===== config.mk =====
export PLATFORM = sky130hd
export DESIGN_NAME = conv2d_stream_engine
export DESIGN_NICKNAME = d
export VERILOG_FILES = /design/src/rtl/conv_pkg.sv /design/src/rtl/conv_window_addr.sv /design/src/rtl/conv2d_stream_engine.sv
export SDC_FILE = /design/constraint.sdc
export NUM_CORES = 1
export LEC_CHECK = 0
export ABC_AREA = 0
export BUFFER_PORTS_ARGS = -buffer_cell sky130_fd_sc_hd__buf_2
export CORE_MARGIN = 5
export CORE_UTILIZATION = 35
export CTS_CLUSTER_DIAMETER = 30
export DETAILED_ROUTE_END_ITERATION = 8
export SKIP_LAST_GASP = 1
export SYNTH_ARGS = -nofsm -noshare
export SYNTH_HDL_FRONTEND = slang
export SYNTH_SLANG_ARGS = --single-unit

===== constraint.sdc =====
create_clock -name clk -period 11.35 [get_ports clk]
set_input_delay 0.5675 -clock clk [delete_from_list [all_inputs] [get_ports clk]]
set_output_delay 0.5675 -clock clk [all_outputs]
set_load 0.05 [all_outputs]

===== src/rtl/conv_pkg.sv =====
// Shared types and helpers for the streaming 2-D convolution engine.
// Holds the control state encoding, width helpers and the output saturation stage.
package conv_pkg;

  typedef enum logic [2:0] {
    IDLE = 3'd0,
    LOAD = 3'd1,
    MAC  = 3'd2,
    EMIT = 3'd3,
    FIN  = 3'd4
  } state_t;

  localparam int SAT_W = 32;

  // Index width for n entries, never narrower than one bit.
  function automatic int cw(input int n);
    return (n > 1) ? $clog2(n) : 1;
  endfunction

  function automatic int out_dim(input int img, input int k, input int pad);
    return img + 2 * pad - k + 1;
  endfunction

  function automatic logic [SAT_W-1:0] sat_relu(input logic signed [63:0] acc,
                                                input int shift, input int data_w);
    logic signed [63:0] sh;
    logic        [63:0] max_v;
    max_v = (64'd1 << data_w) - 64'd1;
    sh    = acc >>> shift;
    if (acc < 64'sd0) begin
      return '0;
    end else if (sh > $signed(max_v)) begin
      return SAT_W'(max_v);
    end else begin
      return SAT_W'(sh);
    end
  endfunction

endpackage


===== src/rtl/conv_window_addr.sv =====
// Maps an output position plus kernel tap to a raster frame address.
// in_frame is low for taps that land in the zero-padding border.
module conv_window_addr
  import conv_pkg::*;
#(
  parameter int IMG_W = 8,
  parameter int IMG_H = 8,
  parameter int PAD   = 1,
  parameter int OY_W  = 3,
  parameter int OX_W  = 3,
  parameter int KC_W  = 2,
  parameter int FA_W  = 6
) (
  input  logic [OY_W-1:0] oy,
  input  logic [OX_W-1:0] ox,
  input  logic [KC_W-1:0] ky,
  input  logic [KC_W-1:0] kx,
  output logic [FA_W-1:0] addr,
  output logic            in_frame
);

  int iy_s;
  int ix_s;

  // Signed input coordinate, bounds test and raster address.
  always_comb begin
    iy_s     = int'(oy) + int'(ky) - PAD;
    ix_s     = int'(ox) + int'(kx) - PAD;
    in_frame = (iy_s >= 0) && (iy_s < IMG_H) && (ix_s >= 0) && (ix_s < IMG_W);
    if (in_frame) begin
      addr = FA_W'(iy_s * IMG_W + ix_s);
    end else begin
      addr = '0;
    end
  end

endmodule


===== src/rtl/conv2d_stream_engine.sv =====
// Streaming 2-D convolution: buffers a frame, then emits every (position, filter)
// result through bias add, shift, ReLU and saturation on a valid/ready stream.
module conv2d_stream_engine
  import conv_pkg::*;
#(
  parameter int IMG_W      = 8,
  parameter int IMG_H      = 8,
  parameter int K          = 3,
  parameter int PAD        = 1,
  parameter int N_FILT     = 2,
  parameter int DATA_W     = 8,
  parameter int WT_W       = 8,
  parameter int ACC_W      = 20,
  parameter int SHIFT      = 3,
  parameter int BIAS_SHIFT = 3
) (
  input  logic                             clk,
  input  logic                             rst_n,
  input  logic                             start,
  input  logic                             pix_valid,
  input  logic [DATA_W-1:0]                pix_data,
  output logic                             pix_ready,
  input  logic                             wt_we,
  input  logic [cw(N_FILT*(K*K+1))-1:0]    wt_addr,
  input  logic [WT_W-1:0]                  wt_data,
  output logic                             out_valid,
  output logic [DATA_W-1:0]                out_data,
  output logic [cw(N_FILT)-1:0]            out_filt,
  input  logic                             out_ready,
  output logic                             busy,
  output logic                             done
);

  localparam int TAPS   = K * K;
  localparam int OUT_W  = out_dim(IMG_W, K, PAD);
  localparam int OUT_H  = out_dim(IMG_H, K, PAD);
  localparam int N_PIX  = IMG_W * IMG_H;
  localparam int N_WT   = N_FILT * (TAPS + 1);
  localparam int WA_W   = cw(N_WT);
  localparam int FILT_W = cw(N_FILT);
  localparam int FA_W   = cw(N_PIX);
  localparam int OX_W   = cw(OUT_W);
  localparam int OY_W   = cw(OUT_H);
  localparam int KC_W   = cw(K);

  localparam logic [FA_W-1:0]   PIX_LAST  = FA_W'(N_PIX - 1);
  localparam logic [OX_W-1:0]   OX_LAST   = OX_W'(OUT_W - 1);
  localparam logic [OY_W-1:0]   OY_LAST   = OY_W'(OUT_H - 1);
  localparam logic [FILT_W-1:0] FILT_LAST = FILT_W'(N_FILT - 1);
  localparam logic [KC_W-1:0]   KC_LAST   = KC_W'(K - 1);

  // An unsigned pixel times a signed weight fits DATA_W+WT_W signed bits.
  if (ACC_W < DATA_W + WT_W + $clog2(TAPS)) begin : g_acc_w_chk
    $error("conv2d_stream_engine: ACC_W too narrow for K*K accumulations");
  end

  state_t                   state_r, state_nx_s;
  logic [DATA_W-1:0]        frame_r [N_PIX];
  logic signed [WT_W-1:0]   wmem_r  [N_WT];
  logic [FA_W-1:0]          pix_cnt_r;
  logic [OY_W-1:0]          oy_r;
  logic [OX_W-1:0]          ox_r;
  logic [FILT_W-1:0]        filt_r;
  logic [KC_W-1:0]          ky_r, kx_r;
  logic                     bias_ph_r;
  logic signed [ACC_W-1:0]  acc_r;

  logic                     pix_fire_s, out_fire_s, pix_last_s, res_last_s;
  logic [FA_W-1:0]          win_addr_s;
  logic                     in_frame_s;
  logic [WA_W-1:0]          tap_addr_s, bias_addr_s;
  logic [DATA_W-1:0]        pix_s;
  logic signed [DATA_W+WT_W:0] prod_s;
  logic signed [ACC_W-1:0]  res_sum_s;
  logic [DATA_W-1:0]        res_val_s;

  conv_window_addr #(
    .IMG_W (IMG_W),
    .IMG_H (IMG_H),
    .PAD   (PAD),
    .OY_W  (OY_W),
    .OX_W  (OX_W),
    .KC_W  (KC_W),
    .FA_W  (FA_W)
  ) u_win (
    .oy       (oy_r),
    .ox       (ox_r),
    .ky       (ky_r),
    .kx       (kx_r),
    .addr     (win_addr_s),
    .in_frame (in_frame_s)
  );

  // Handshakes, memory addressing, tap product and the finished result value.
  always_comb begin
    pix_fire_s  = pix_valid & pix_ready;
    out_fire_s  = out_valid & out_ready;
    pix_last_s  = (pix_cnt_r == PIX_LAST);
    res_last_s  = (filt_r == FILT_LAST) && (ox_r == OX_LAST) && (oy_r == OY_LAST);
    tap_addr_s  = WA_W'(int'(filt_r) * (TAPS + 1) + int'(ky_r) * K + int'(kx_r));
    bias_addr_s = WA_W'(int'(filt_r) * (TAPS + 1) + TAPS);
    pix_s       = in_frame_s ? frame_r[win_addr_s] : '0;
    prod_s      = $signed({1'b0, pix_s}) * wmem_r[tap_addr_s];
    res_sum_s   = acc_r + (ACC_W'(wmem_r[bias_addr_s]) <<< BIAS_SHIFT);
    res_val_s   = DATA_W'(sat_relu(64'(res_sum_s), SHIFT, DATA_W));
  end

  // Next-state decode.
  always_comb begin
    state_nx_s = state_r;
    case (state_r)
      IDLE:    state_nx_s = start ? LOAD : IDLE;
      LOAD:    state_nx_s = (pix_fire_s && pix_last_s) ? MAC : LOAD;
      MAC:     state_nx_s = bias_ph_r ? EMIT : MAC;
      EMIT: begin
        if (out_fire_s) begin
          state_nx_s = res_last_s ? FIN : MAC;
        end else begin
          state_nx_s = EMIT;
        end
      end
      FIN:     state_nx_s = IDLE;
      default: state_nx_s = IDLE;
    endcase
  end

  // State register; status outputs are registered from the next state.
  always_ff @(posedge clk) begin
    if (!rst_n) begin
      state_r   <= IDLE;
      pix_ready <= 1'b0;
      out_valid <= 1'b0;
      busy      <= 1'b0;
      done      <= 1'b0;
    end else begin
      state_r   <= state_nx_s;
      pix_ready <= (state_nx_s == LOAD);
      out_valid <= (state_nx_s == EMIT);
      busy      <= (state_nx_s != IDLE);
      done      <= (state_nx_s == FIN);
    end
  end

  // Frame buffer and weight memory keep their contents across reset.
  always_ff @(posedge clk) begin
    if (rst_n && pix_fire_s) begin
      frame_r[pix_cnt_r] <= pix_data;
    end
    if (rst_n && wt_we && (state_r == IDLE) && (int'(wt_addr) < N_WT)) begin
      wmem_r[wt_addr] <= wt_data;
    end
  end

  // Load counter, tap walk, accumulator and output ordering.
  always_ff @(posedge clk) begin
    if (!rst_n) begin
      pix_cnt_r <= '0;
      oy_r      <= '0;
      ox_r      <= '0;
      filt_r    <= '0;
      ky_r      <= '0;
      kx_r      <= '0;
      bias_ph_r <= 1'b0;
      acc_r     <= '0;
      out_data  <= '0;
      out_filt  <= '0;
    end else begin
      case (state_r)
        LOAD: begin
          if (pix_fire_s) begin
            pix_cnt_r <= pix_last_s ? '0 : pix_cnt_r + FA_W'(1);
          end
        end
        MAC: begin
          if (bias_ph_r) begin
            out_data  <= res_val_s;
            out_filt  <= filt_r;
            bias_ph_r <= 1'b0;
          end else begin
            acc_r <= acc_r + ACC_W'(prod_s);
            if (kx_r == KC_LAST) begin
              kx_r <= '0;
              if (ky_r == KC_LAST) begin
                ky_r      <= '0;
                bias_ph_r <= 1'b1;
              end else begin
                ky_r <= ky_r + KC_W'(1);
              end
            end else begin
              kx_r <= kx_r + KC_W'(1);
            end
          end
        end
        EMIT: begin
          if (out_fire_s) begin
            acc_r <= '0;
            if (filt_r == FILT_LAST) begin
              filt_r <= '0;
              if (ox_r == OX_LAST) begin
                ox_r <= '0;
                oy_r <= (oy_r == OY_LAST) ? '0 : oy_r + OY_W'(1);
              end else begin
                ox_r <= ox_r + OX_W'(1);
              end
            end else begin
              filt_r <= filt_r + FILT_W'(1);
            end
          end
        end
        default: acc_r <= acc_r;
      endcase
    end
  end

endmodule


# Word level (Yosys, flattened, before mapping)
# Memories as Yosys holds them, arrays and structs flattened.
# Index checks and enable logic that the tools add are counted.
[word_totals] regBits=54 mem_bits_rw=672 in_bits=27 n_memories=2
[op_classes] add_sub_neg=16 multipliers=3 n_lt_le_gt_ge=7 eq_ne=13 muxes=26 bitwise=3 n_reduce_logical=21
[memory_table] memory="frame_r" words=64 width=8 rd=1 rd_clocked_by_memory_dff=0 write_ports=1 line="conv2d_stream_engine.sv:58" text="logic [DATA_W-1:0] frame_r [N_PIX];"
[memory_table] memory="wmem_r" words=20 width=8 rd=2 rd_clocked_by_memory_dff=0 write_ports=1 line="conv2d_stream_engine.sv:59" text="logic signed [WT_W-1:0] wmem_r [N_WT];"
[ops] op="32-bit by 1-bit greater-or-equal comparator with 1-bit output, second input constant" n=2
[ops] op="32-bit by 5-bit less-than comparator with 1-bit output, second input constant" n=2
[ops] op="20-bit two-way mux" n=2
[ops] op="20-bit case mux with 2 select lines" n=1
[ops] op="8-bit two-way mux" n=3
[ops] op="20-bit by 11-bit adder with 20-bit output" n=1
[ops] op="20-bit by 17-bit adder with 20-bit output" n=1
[ops] op="20-bit by 1-bit less-than comparator with 1-bit output, second input constant" n=1
[ops] op="17-bit by 9-bit > comparator with 1-bit output, second input constant" n=1
[ops] op="9-bit by 8-bit multiplier with 17-bit output" n=1
[ops] op="3-bit two-way mux" n=4
[ops] op="6-bit two-way mux" n=2
[ops] op="3-bit case mux with 4 select lines" n=1
[ops] op="1-bit logical AND" n=10
[ops] op="1-bit two-way mux" n=10
[ops] op="4-bit by 1-bit subtractor with 5-bit output, second input constant" n=2
[ops] op="3-bit by 2-bit == test with 1-bit output, second input constant" n=3
[ops] op="3-bit == test, second input constant" n=3
[ops] op="3-bit AND reduction" n=3
[ops] op="3-bit by 2-bit adder with 4-bit output" n=2
[ops] op="2-bit AND reduction" n=4
[ops] op="3-bit by 1-bit adder with 3-bit output, second input constant" n=2
[ops] op="6-bit by 1-bit adder with 6-bit output, second input constant" n=1
[ops] op="6-bit adder" n=1
[ops] op="other kinds (19)" n=26

# Depth between registers and ports, before layout
# Gate-level depths: netlist (run 1).
# An unclocked memory read counts as a cell.
[logic_depth] word_depth=13 depth_mapped=41

# Cells and area by module
# Synthesis (run 1) repeated with hierarchy kept, for this count alone.
[hier_totals] hier_cells=1843 area_unflattened_um2=32336.0
[by_module_without_submodules] mod="conv2d_stream_engine" instances=1 cells_per_inst=1796 area_each_um2=31978.2 seq_area_each_um2=21260.4
[by_module_without_submodules] mod="conv_window_addr" instances=1 cells_per_inst=47 area_each_um2=357.8 seq_area_each_um2=0.0

# Worst setup path before layout (run 1)
# No wires, ideal clock.
[synth_timing] kind="reg2reg" startpoint="reg kx_r[1]" endpoint="reg acc_r[19]" arrival_time_ns=8.789 required_time_ns=11.228 path_slack_ns=2.440 path_stages_with_launch=34 n_path_buf=0 path_cell_list="dfxtp_1 inv_1 ha_1 inv_1 ha_1 inv_1 fa_1 xnor2_2 inv_2 ha_1 fa_1 xnor2_1 xnor2_1 nand2_1 a311o_1 a2111oi_0 nor4b_4 o41ai_4 or2_1 fa_1 fa_1 inv_1 fa_1 fa_1 fa_1 ha_1 or4_1 o22a_1 a221oi_1 a21oi_1 a31o_2 a21oi_1 xnor2_1 o21ai_0"
[synth_via] elab_chain_cells=12 word_cells_on_any_way=16
[synth_rtl] element="start: declaration" line="conv2d_stream_engine.sv:64" text="logic [KC_W-1:0] ky_r, kx_r;"
[synth_rtl] element="start signal: assignment" line="conv2d_stream_engine.sv:190" text="kx_r <= kx_r + KC_W'(1);"
[synth_rtl] element="3-bit by 2-bit adder with 4-bit output" line="conv_window_addr.sv:28" text="ix_s = int'(ox) + int'(kx) - PAD;"
[synth_rtl] element="4-bit by 1-bit subtractor with 5-bit output" line="conv_window_addr.sv:28"
[synth_rtl] element="32-bit by 1-bit greater-or-equal comparator with 1-bit output" line="conv_window_addr.sv:29" text="in_frame = (iy_s >= 0) && (iy_s < IMG_H) && (ix_s >= 0) && (ix_s < IMG_W);"
[synth_rtl] element="1-bit logical AND (2 in series)" line="conv_window_addr.sv:29"
[synth_rtl] element="6-bit two-way mux" line="conv_window_addr.sv:30" text="if (in_frame) begin"
[synth_rtl] element="memory read 64 x 8 bit"
[synth_rtl] element="8-bit two-way mux" line="conv2d_stream_engine.sv:102" text="pix_s = in_frame_s ? frame_r[win_addr_s] : '0;"
[synth_rtl] element="9-bit by 8-bit multiplier with 17-bit output (*)" line="conv2d_stream_engine.sv:103" text="prod_s = $signed({1'b0, pix_s}) * wmem_r[tap_addr_s];"
[synth_rtl] element="20-bit by 17-bit adder with 20-bit output (*)" line="conv2d_stream_engine.sv:180" text="acc_r <= acc_r + ACC_W'(prod_s);"
[synth_rtl] element="20-bit two-way mux (*)" line="conv2d_stream_engine.sv:175" text="if (bias_ph_r) begin"
[synth_rtl] element="20-bit case mux with 2 select lines (*)" line="conv2d_stream_engine.sv:168" text="case (state_r)"
[synth_rtl] element="end signal: assignment" line="conv2d_stream_engine.sv:180"
[synth_rtl] element="end signal: assignment" line="conv2d_stream_engine.sv:210" text="default: acc_r <= acc_r;"
[synth_rtl] element="end: declaration" line="conv2d_stream_engine.sv:66" text="logic signed [ACC_W-1:0] acc_r;"
# Mark *: on every way between the ends. The rest lies on a longest branch, timed or not. The select of a mux whose other input is x is not followed.
# A chain may end at the register's enable or synchronous reset.

# Final worst setup path (run 1)
# Same ends and word-level chain as after synthesis.

==> metrics.md, run 1 <==
| Metric | Value |
|---|---|
| F_max | 93.6 MHz |
| Initial DRC count | 1,860 |
| RSZ-0062 raised after global routing | no |
| Sequential Area | 21,300 sq um |
| CTS Hold Buffers Added | 0 |
| Clk buf depth | 3 |
| Layout Skew | 0.0266 ns |
| Post-synthesis cell area | 32,900 sq um |
| Final setup violating endpoints | 0 |
| Setup bufs post-CTS | 0 |
| Core Region | 93,300 sq um |
| Mapped Avg Cell Area | 14.5 sq um |
| Die width | 317 microns |
| CTS Buf Count | 131 |
| Post-synth EDFFs | 672 |
| Synth top cells by count | 672 x edfxtp_1, 155 x nor2_1, 137 x nand2_1, 120 x inv_1, 98 x ha_1 |
| Port Buffers | 39 |
| Initial core utilization | 35.2% |
| Library cells used by synthesis | 84 |
| Yosys reg bits | 726 |
| Final Wtd Congestion | 0.857 |
| Worst vdd ir | 0.000157 V |
| Worst slew pin tran | 1.29 ns |
| DR pass1 iterations | 7 |
| Syn nets | 2,456 |
| Clock share of power | 56.9% |
| Drt via density | 5.38 |
| M1 GR Usage | 22.0% |
| Most frequent cell after synthesis | edfxtp_1 |
| Number of antenna violations at the first check in global routing | 0 |
| Crit. Startpoint | kx_r[1] |
| Hold depth | 1 |
| CTS H-tree depth | 4 |
| # DRC | 0 |
| Outcome | completed |
| Setup crit end kind | flop |
| Post-CTS sizing | 0 |
| Fillers | 8,411 |
| Max-slew violation count | 0 |
| P_int | 5.56 mW |
| Kind of critical path | reg2reg |
| Final setup TNS | 0 ns |
| Grt met3 use | 3.50% |
| Max-Cap Viols | 0 |
| Final Worst Setup Slack | 0.661 ns |
| I/O pin cnt | 40 |
| Reg2reg path depth | 33 |
| Total vias in the final route | 20,200 |
| Worst EP required | 11.93 ns |
| Top cell type by total area after synthesis | edfxtp_1 |
| Tmin final | 10.69 ns |
| Combinational share of power | 1.0% |
| Yosys warns | 0 |
| Placement Rows | 112 |
| CTS sink count | 726 |
| Net Sw Frac | 20.0% |
| Largest net degree at the start of global routing | 65 |
| Largest stage delay on the critical path | 0.99 ns |
| Die area | 100,000 sq um |
| Die Ht | 317 microns |
| Clock-pin slew on the worst setup and hold paths | 0.05 ns |
| Met2 Use GR | 27.9% |
| Sequential share of power | 42.2% |
| Mapped Cells | 2,274 |
| Clock root cell | clkbuf_16 |
| Global route overflow | 0 |
| Synth top area cells | edfxtp_1 61%, ha_1 3.7%, mux4_2 3.7% |
| R2r startpoint | kx_r[1] |
| Syn-to-layout area delta | 18.8% |
| Post-DR wirelength/cell | 22.5 microns |
| Clk_lat worst skew | 0.71 ns |
| Slowest-stage cell, CP | a2111oi_0 |
| CP arrival | 11.27 ns |
| Top Usage Layer GRT | met2 |
| Most used cell, CP | fa_1 |
| Worst Hold Launch | wt_data[7] |
| Fin nets | 2,574 |
| Multi-input logic area | 10,700 sq um |
| GRT Overall Usage | 16.8% |
| P_leak | 13.5 nW |
| Post-DRT Antenna Nets | 0 |
| Largest fanout on the critical path | 9 |
| Slew margin rel. | 13.2% |
| Hpwl dp | 55.4 mm |
| Sw Pwr | 1.39 mW |
| First-pass GRT wire length | 128 mm |
| Async S/R FF share, synth | 0% |
| Sequential area share after synthesis | 64.6% |
| DP Worst Slack | 0.709 ns |
| CTS tree | yes |
| Part of the cycle the worst path needs | 94.2% |
| Final Hold Violating Endpoints | 0 |
| Post-Route WL | 84.3 mm |
| Power Density | 178 nW/um^2 |
| Share of layout cells above drive strength 1 | 17.4% |
| Top-area cell type share of the netlist area | 61.4% |
| Vias in the first global route | 20,900 |
| Top_reg_cell synth | edfxtp_1 |
| Hold Path Class | in2reg |
| Startpoint class of the critical path | flop |
## worst max-delay path: cells and delay by family, from the launching register on
family	cells	cell delay [ns]
AO/OA/AOI/OAI	9	3.00
flip-flops	1	0.39
adder cells (fa/ha/maj)	11	4.23
AND/OR/NAND/NOR	4	1.29
XOR/XNOR	4	1.26
buffers and inverters	5	0.37
## final timing paths
| kind | end | slack (ns) |
|---|---|---|
| worst min register to register | out_filt | 0.47 |
| worst max-delay path | acc_r[19] | 0.66 |
| worst min-delay path | wmem_r[14][7] | 0.30 |
| worst max register to register | acc_r[19] | 0.66 |
## per-layer routing
metal | up-vias | share of wire (%)
met4 | 0 | 2.8
met2 | 815 | 49
li1 | 8966 | -
met1 | 10200 | 42
met5 | - | 0
met3 | 161 | 6.8
## placed cells by master (no fill, tap or decap), types with 55 or more instances in the layout
master     instances
edfxtp_1         672
nor2_1           153
nand2_1          137
clkbuf_16        135
inv_1            120
ha_1              97
o21ai_0           82
a21oi_1           79
mux2i_1           73
a221oi_1          67
nand3_1           55
fa_1              55
## registers in the layout, indices dropped and copies added, names as in the netlist
| name | count |
|---|---|
| frame_r | 512 |
| wmem_r | 160 |
| acc_r | 20 |
| out_data | 8 |
| pix_cnt_r | 6 |
| ox_r | 3 |
| oy_r | 3 |
| state_r | 3 |
| kx_r | 2 |
| ky_r | 2 |
| bias_ph_r | 1 |
| busy | 1 |
| done | 1 |
| filt_r | 1 |
| out_filt | 1 |
| out_valid | 1 |
| pix_ready | 1 |
## power groups by stage
stage          registers [mW]  clock network, mW  logic, mW
4_1_cts                  2.93               4.01     0.0687
3_5_place_dp             2.98                  0     0.0683
5_1_grt                  2.93               4.14     0.0734
3_3_place_gp             2.98                  0     0.0648
2_1_floorplan            2.98                  0     0.0124
6_report                 2.93               3.95     0.0676
## area by class of cell
cell class | instances | area share [%]
multi-input cells | 1323 | 27.4
repair buffers | 86 | 1.40
inverters | 124 | 1.19
clock buffers | 149 | 8.83
clock inverters | 90 | 2.68
diodes | 1 | 0.00641
well taps | 1254 | 4.02
flip-flops and latches | 726 | 54.4
## cell families (layout without fill, tap and decap cells)
group	Yosys count	count (layout)	synth area share [%]
other cells	0	1	0
simple gates	558	558	8.34
compound gates	409	409	8.74
buf+inv	225	449	2.86
mux	166	166	7.26
flops	726	726	64.6
fa+ha+maj	155	155	7.20
xor+xnor	35	35	0.955
## per-stage QoR
stage | total power [mW] | cell area [sq um] | util [%] | instances | hold slack (ns)
floorplan | 3.00 | 32900 | - | 2274 | 0.463
global placement | 3.05 | 34600 | 37.0 | 3513 | 0.465
detailed placement | 3.05 | 34600 | 37.0 | 3513 | 0.462
CTS | 7.01 | 39100 | 41.9 | 3752 | 0.259
global route | 7.14 | 39100 | 41.9 | 3752 | 0.287
finish | 6.95 | 39100 | 41.9 | 3753 | 0.301
Note: power is estimated with default switching activity, not from simulation.
==> run 2, diff against run 1 <==
--- a/config.mk
+++ b/config.mk
@@ -6,12 +6,13 @@
 export NUM_CORES = 1
 export LEC_CHECK = 0
 export ABC_AREA = 0
-export BUFFER_PORTS_ARGS = -buffer_cell sky130_fd_sc_hd__buf_2
 export CORE_MARGIN = 5
 export CORE_UTILIZATION = 35
 export CTS_CLUSTER_DIAMETER = 30
 export DETAILED_ROUTE_END_ITERATION = 8
+export DONT_BUFFER_PORTS = 1
 export SKIP_LAST_GASP = 1
 export SYNTH_ARGS = -nofsm -noshare
 export SYNTH_HDL_FRONTEND = slang
+export SYNTH_HIERARCHICAL = 1
 export SYNTH_SLANG_ARGS = --single-unit
==> constraint.sdc (replaced) <==
create_clock -name clk -period 11.35 [get_ports clk]
set_input_delay 0.5675 -clock clk [delete_from_list [all_inputs] [get_ports clk]]
set_output_delay 0.5675 -clock clk [all_outputs]
set_load 0.005 [all_outputs]
==> run 2 against run 1 <==
Effect of this change: cell count is 14% lower; via count is 16% lower; clock skew is 0.040 ns higher; critical endpoint unchanged; synthesized cell count decreased by 19%; utilization is 0.35 points lower; maximum frequency rose by 11%; worst setup slack better by 1.0 ns; design area down 2.6%.
==> metrics.md, run 2 <==
| Metric | Value |
|---|---|
| Outcome | completed |
| Clk buf depth | 3 |
| Fin nets | 2,107 |
| Top_reg_cell synth | edfxtp_1 |
| Worst EP required | 11.88 ns |
| I/O pin cnt | 40 |
| Biggest register | frame_r |
| Post-synthesis cell area | 32,300 sq um |
| Slowest-stage cell, CP | mux4_2 |
| Power, Total | 6.57 mW |
| Layout Skew | 0.0670 ns |
| CTS tree | yes |
| Top-area cell type share of the netlist area | 62.4% |
| Reg2reg path depth | 30 |
| Clock-pin slew on the worst setup and hold paths | 0.05 ns |
| Library cells used by synthesis | 64 |
| CTS sink count | 726 |
| Fillers | 7,966 |
| Yosys reg bits | 726 |
| Setup crit end kind | flop |
| F_max | 103 MHz |
| R2r startpoint | ky_r[1] |
| CP delay by family, top | adder cells |
| Max-Cap Viols | 0 |
| Placement Rows | 111 |
| GRT Overall Usage | 14.9% |
| # DRC | 0 |
| Most frequent cells in the layout | 672 x edfxtp_1, 207 x mux4_2, 172 x nor2_1 |
| Final Wtd Congestion | 0.802 |
| Total vias in the final route | 16,900 |
| DR pass1 iterations | 5 |
| Vias in the first global route | 17,800 |
| Initial core utilization | 35.3% |
| Hold depth | 2 |
| Initial DRC count | 1,360 |
| Non-filler cells, final | 3,211 |
| Worst vdd ir | 0.000120 V |
| Die Ht | 314 microns |
| Die width | 314 microns |
| Final setup violating endpoints | 0 |
| Worst slew pin tran | 1.16 ns |
| RSZ-0062 raised after global routing | no |
| Post-synth EDFFs | 672 |
| CTS H-tree depth | 3 |
| Setup bufs post-CTS | 0 |
| P_leak | 12.7 nW |
| Max FFs per register | 512 |
| Worst Hold Launch | rst_n |
| Syn nets | 2,023 |
| Hpwl dp | 46.3 mm |
| Slew margin rel. | 22.4% |
| Port Buffers | 0 |
| Largest fanout on the critical path | 54 |
| Most used cell, CP | fa_1 |
| Tmin final | 9.67 ns |
| Sequential area share after synthesis | 65.7% |
| Kind of critical path | reg2reg |
| Die area | 98,600 sq um |
| Post-DR wirelength/cell | 22.9 microns |
| Largest stage delay on the critical path | 0.58 ns |
| Clock root cell | clkbuf_16 |
| Mapped Cells | 1,843 |
| Largest net degree at the start of global routing | 129 |
| CTS Buf Count | 116 |
| Clk_lat worst skew | 0.70 ns |
| Final setup TNS | 0 ns |
| Async S/R FF share, synth | 0% |
| Share of layout cells above drive strength 1 | 23.4% |
| Buf/Inv on CP | 6 |
| Post-Route WL | 73.6 mm |
| Post-DRT Antenna Nets | 0 |
| Reg2reg end | acc_r[19] |
| Mapped Avg Cell Area | 17.5 sq um |
| Drt via density | 5.25 |
| Startpoint class of the critical path | flop |
| Hold endpoint | acc_r[17] |
| Reg2reg setup slack | 1.68 ns |
| Most common cell after layout, fill and taps aside | edfxtp_1 |
| Hold Path Class | in2reg |
| Core Region | 91,700 sq um |
| Synth top cells by count | 672 x edfxtp_1, 207 x mux4_2, 172 x nor2_1, 108 x inv_1, 96 x ha_1 |
| Most frequent cell after synthesis | edfxtp_1 |
| Layout Utilization | 41.5% |
| Power Density | 173 nW/um^2 |
| Global route overflow | 0 |
| Top cell type by total area after synthesis | edfxtp_1 |
| DP Cell Count | 2,975 |
| Number of antenna violations at the first check in global routing | 3 |
| First-pass GRT wire length | 111 mm |
| Yosys warns | 6 |
| CP arrival | 10.20 ns |
| Max-slew violation count | 0 |
| Top flop regs | frame_r (512), wmem_r (160), acc_r (20) |
| Final Hold Violating Endpoints | 0 |
| Syn-to-layout area delta | 17.7% |
| Part of the cycle the worst path needs | 85.2% |
| Synth top area cells | edfxtp_1 62%, mux4_2 14%, ha_1 3.7% |
run 2: where the power goes:
part | total (mW) | internal (mW) | switching, mW
registers | 2.93 | 2.93 | 0.00300
clock network | 3.57 | 2.28 | 1.30
logic | 0.0637 | 0.0155 | 0.0481
run 2: stage by stage:
| stage | hold slack (ns) | setup slack [ns] | area (sq um) |
|---|---|---|---|
| final | 0.0832 | 1.68 | 38000 |
| after global routing | 0.0618 | 1.14 | 38000 |
| after CTS | 0.0381 | 1.63 | 38000 |
| after detailed placement | 0.487 | 1.65 | 33700 |
| after global placement | 0.472 | 1.72 | 33700 |
| after floorplan | 0.453 | 2.41 | 32300 |
run 2: logic make-up after synthesis:
family	synth area share (%)
buffers and inverters	2.44
flip-flops	65.7
multiplexers	15.8
AND/OR/NAND/NOR	5.18
AO/OA/AOI/OAI	2.72
XOR/XNOR	0.894
adder cells (fa/ha/maj)	7.24
run 2: worst max path at each step:
stage	startpoint	to	slack, ns	cells after the start
after floorplan	ky_r[1]	acc_r[19]	2.41	32
after global placement	ky_r[1]	acc_r[19]	1.72	30
after detailed placement	ky_r[1]	acc_r[19]	1.65	30
after CTS	ky_r[1]	acc_r[19]	1.63	30
after global routing	ky_r[1]	acc_r[19]	1.14	30
final	ky_r[1]	acc_r[19]	1.68	30
run 2: final cells by class:
cell class | instances | area [sq um] | share of cell area (%)
sequential | 726 | 21300 | 55.9
inverter | 108 | 405 | 1.07
clock buffer | 125 | 2940 | 7.72
clock inverter | 89 | 1100 | 2.88
timing repair buffer | 43 | 528 | 1.39
tap | 1186 | 1480 | 3.90
antenna | 2 | 5.00 | 0.0132
multi-input combinational | 932 | 10300 | 27.2
run 2: timing repair:
item	CTS	global route
resized for setup	0	0
hold buffers	20	0
endpoints found under the hold margin	648	0
run 2: routing by layer:
layer,wire (microns),vias up,GRT usage [%]
met5,13,-,0
met3,5320,147,3.33
li1,-,7387,-
met2,35300,641,24.1
met1,30800,8693,20.2
met4,2110,2,4.58
==> run 3, diff against run 2 <==
--- a/config.mk
+++ b/config.mk
@@ -11,6 +11,7 @@
 export CTS_CLUSTER_DIAMETER = 30
 export DETAILED_ROUTE_END_ITERATION = 8
 export DONT_BUFFER_PORTS = 1
+export PLACE_DENSITY = 0.52
 export SKIP_LAST_GASP = 1
 export SYNTH_ARGS = -nofsm -noshare
 export SYNTH_HDL_FRONTEND = slang
==> run 3 against run 2 <==
Effect of this change: wire length up 4.1%; first-iteration DRC count down 4.0%; critical path depth stayed put; non-clock buffer count rose by 1; worst hold slack improved by 0.014 ns; design area grew 2.1%; worst setup slack worse by 0.21 ns; critical path type unchanged.
==> metrics.md, run 3 (synthesis gave the netlist of run 2 again) <==
| Metric | Value |
|---|---|
| Max-slew violation count | 0 |
| Final Hold Violating Endpoints | 0 |
| CTS H-tree depth | 4 |
| Outcome | completed |
| Crit. Startpoint | ky_r[1] |
| Hpwl dp | 49.0 mm |
| Tmin final | 9.88 ns |
| Worst slew pin tran | 1.10 ns |
| Final setup TNS | 0 ns |
| I/O pin cnt | 40 |
| Global route overflow | 0 |
| Die area | 98,600 sq um |
| Die width | 314 microns |
| Drt via density | 5.16 |
| Core Region | 91,700 sq um |
| Worst Hold Launch | rst_n |
| Total vias in the final route | 16,800 |
| CTS Buf Count | 140 |
| Setup crit end kind | flop |
| Post-DR wirelength/cell | 23.5 microns |
| Slowest-stage cell, CP | nor3_2 |
| Slew margin rel. | 26.5% |
| R2r startpoint | ky_r[1] |
| # diodes | 0 |
| DP Worst Slack | 1.43 ns |
| # DRC | 0 |
| Reg2reg setup slack | 1.47 ns |
| Clk_lat worst skew | 0.73 ns |
| Most used cell, CP | fa_1 |
| Placement Rows | 111 |
| Final hold slack | 0.0974 ns |
| Largest stage delay on the critical path | 0.70 ns |
| Worst EP required | 11.93 ns |
| Layout Utilization | 42.4% |
| First-pass GRT wire length | 116 mm |
| Part of the cycle the worst path needs | 87.0% |
| RSZ-0062 raised after global routing | no |
| Clock root cell | clkbuf_16 |
| Initial core utilization | 35.3% |
| Share of layout cells above drive strength 1 | 24.8% |
| Max FFs per register | 512 |
| Layout Skew | 0.0359 ns |
| Largest net degree at the start of global routing | 129 |
| Post-CTS sizing | 0 |
| CTS sink count | 726 |
| Final setup violating endpoints | 0 |
| GRT Overall Usage | 15.7% |
| Clock-pin slew on the worst setup and hold paths | 0.04 ns |
| Vias in the first global route | 17,900 |
| Worst vdd ir | 0.000136 V |
| Final Cell Area | 38,800 sq um |
| CP delay by family, top | adder cells |
| Final Wtd Congestion | 0.824 |
| Max-Cap Viols | 0 |
| F_max | 101 MHz |
| Most frequent cells in the layout | 672 x edfxtp_1, 207 x mux4_2, 172 x nor2_1 |
| Fin nets | 2,132 |
| Final Worst Setup Slack | 1.47 ns |
| DR pass1 iterations | 6 |
| Die Ht | 314 microns |
| Clk buf depth | 3 |
| Buf/Inv on CP | 6 |
| Port Buffers | 0 |
| Number of antenna violations at the first check in global routing | 2 |
| Most common cell after layout, fill and taps aside | edfxtp_1 |
| Largest fanout on the critical path | 20 |
| Startpoint class of the critical path | flop |
| Top flop regs | frame_r (512), wmem_r (160), acc_r (20) |
| P_leak | 13.1 nW |
| CP arrival | 10.46 ns |
| Syn-to-layout area delta | 20.1% |
| Hold Path Class | in2reg |
| Initial DRC count | 1,306 |
| CTS tree | yes |
| DP Area | 33,700 sq um |
| Post-Route WL | 76.5 mm |
| Kind of critical path | reg2reg |
| Post-DRT Antenna Nets | 0 |
| Biggest register | frame_r |
| Power Density | 183 nW/um^2 |
-- run 3: changes by cell type in the layout (fill, tap and decap cells not counted), sizes merged --
cell / delta
clkbuf: +33
clkinv: +12
clkinvlp: +7
bufinv: -3
diode: -2
inv: -5
dlygate4sd3: -3
buf: +4
-- run 3: worst paths after layout --
path	to	cells after the start
setup / recovery	acc_r[19]	30
hold / removal	acc_r[19]	2
hold reg to reg	ox_r[1]	2
setup reg to reg	acc_r[19]	30
-- run 3: through the flow --
stage                     total power, mW  instances
after floorplan                      2.99       1843
after global placement               3.00       2979
after detailed placement             3.00       2979
after CTS                            7.16       3254
after global routing                 7.32       3254
final                                7.09       3254
-- run 3: area by class of cell --
class | count | area (sq um)
clock buffer | 158 | 3580
tap | 1186 | 1480
multi-input combinational | 932 | 10300
sequential | 726 | 21300
fill | 8027 | 52800
inverter | 108 | 405
timing repair buffer | 44 | 551
clock inverter | 100 | 1210
-- run 3: power by group --
| part | switching, mW | total [mW] | internal (mW) |
|---|---|---|---|
| sequential | 0.00295 | 2.93 | 2.93 |
| combinational | 0.0492 | 0.0648 | 0.0157 |
| clock | 1.46 | 4.09 | 2.63 |
| total | 1.51 | 7.09 | 5.58 |
-- run 3: what timing repair did --
action	4_1_cts	5_1_grt
setup buffers	0	0
hold endpoints to repair	677	0
hold buffers	17	0
-- run 3: per-layer routing --
layer	wire, microns	track usage [%]
met5	0	0
met4	1520	4.53
met3	4820	3.99
met2	36200	24.8
met1	34000	21.6
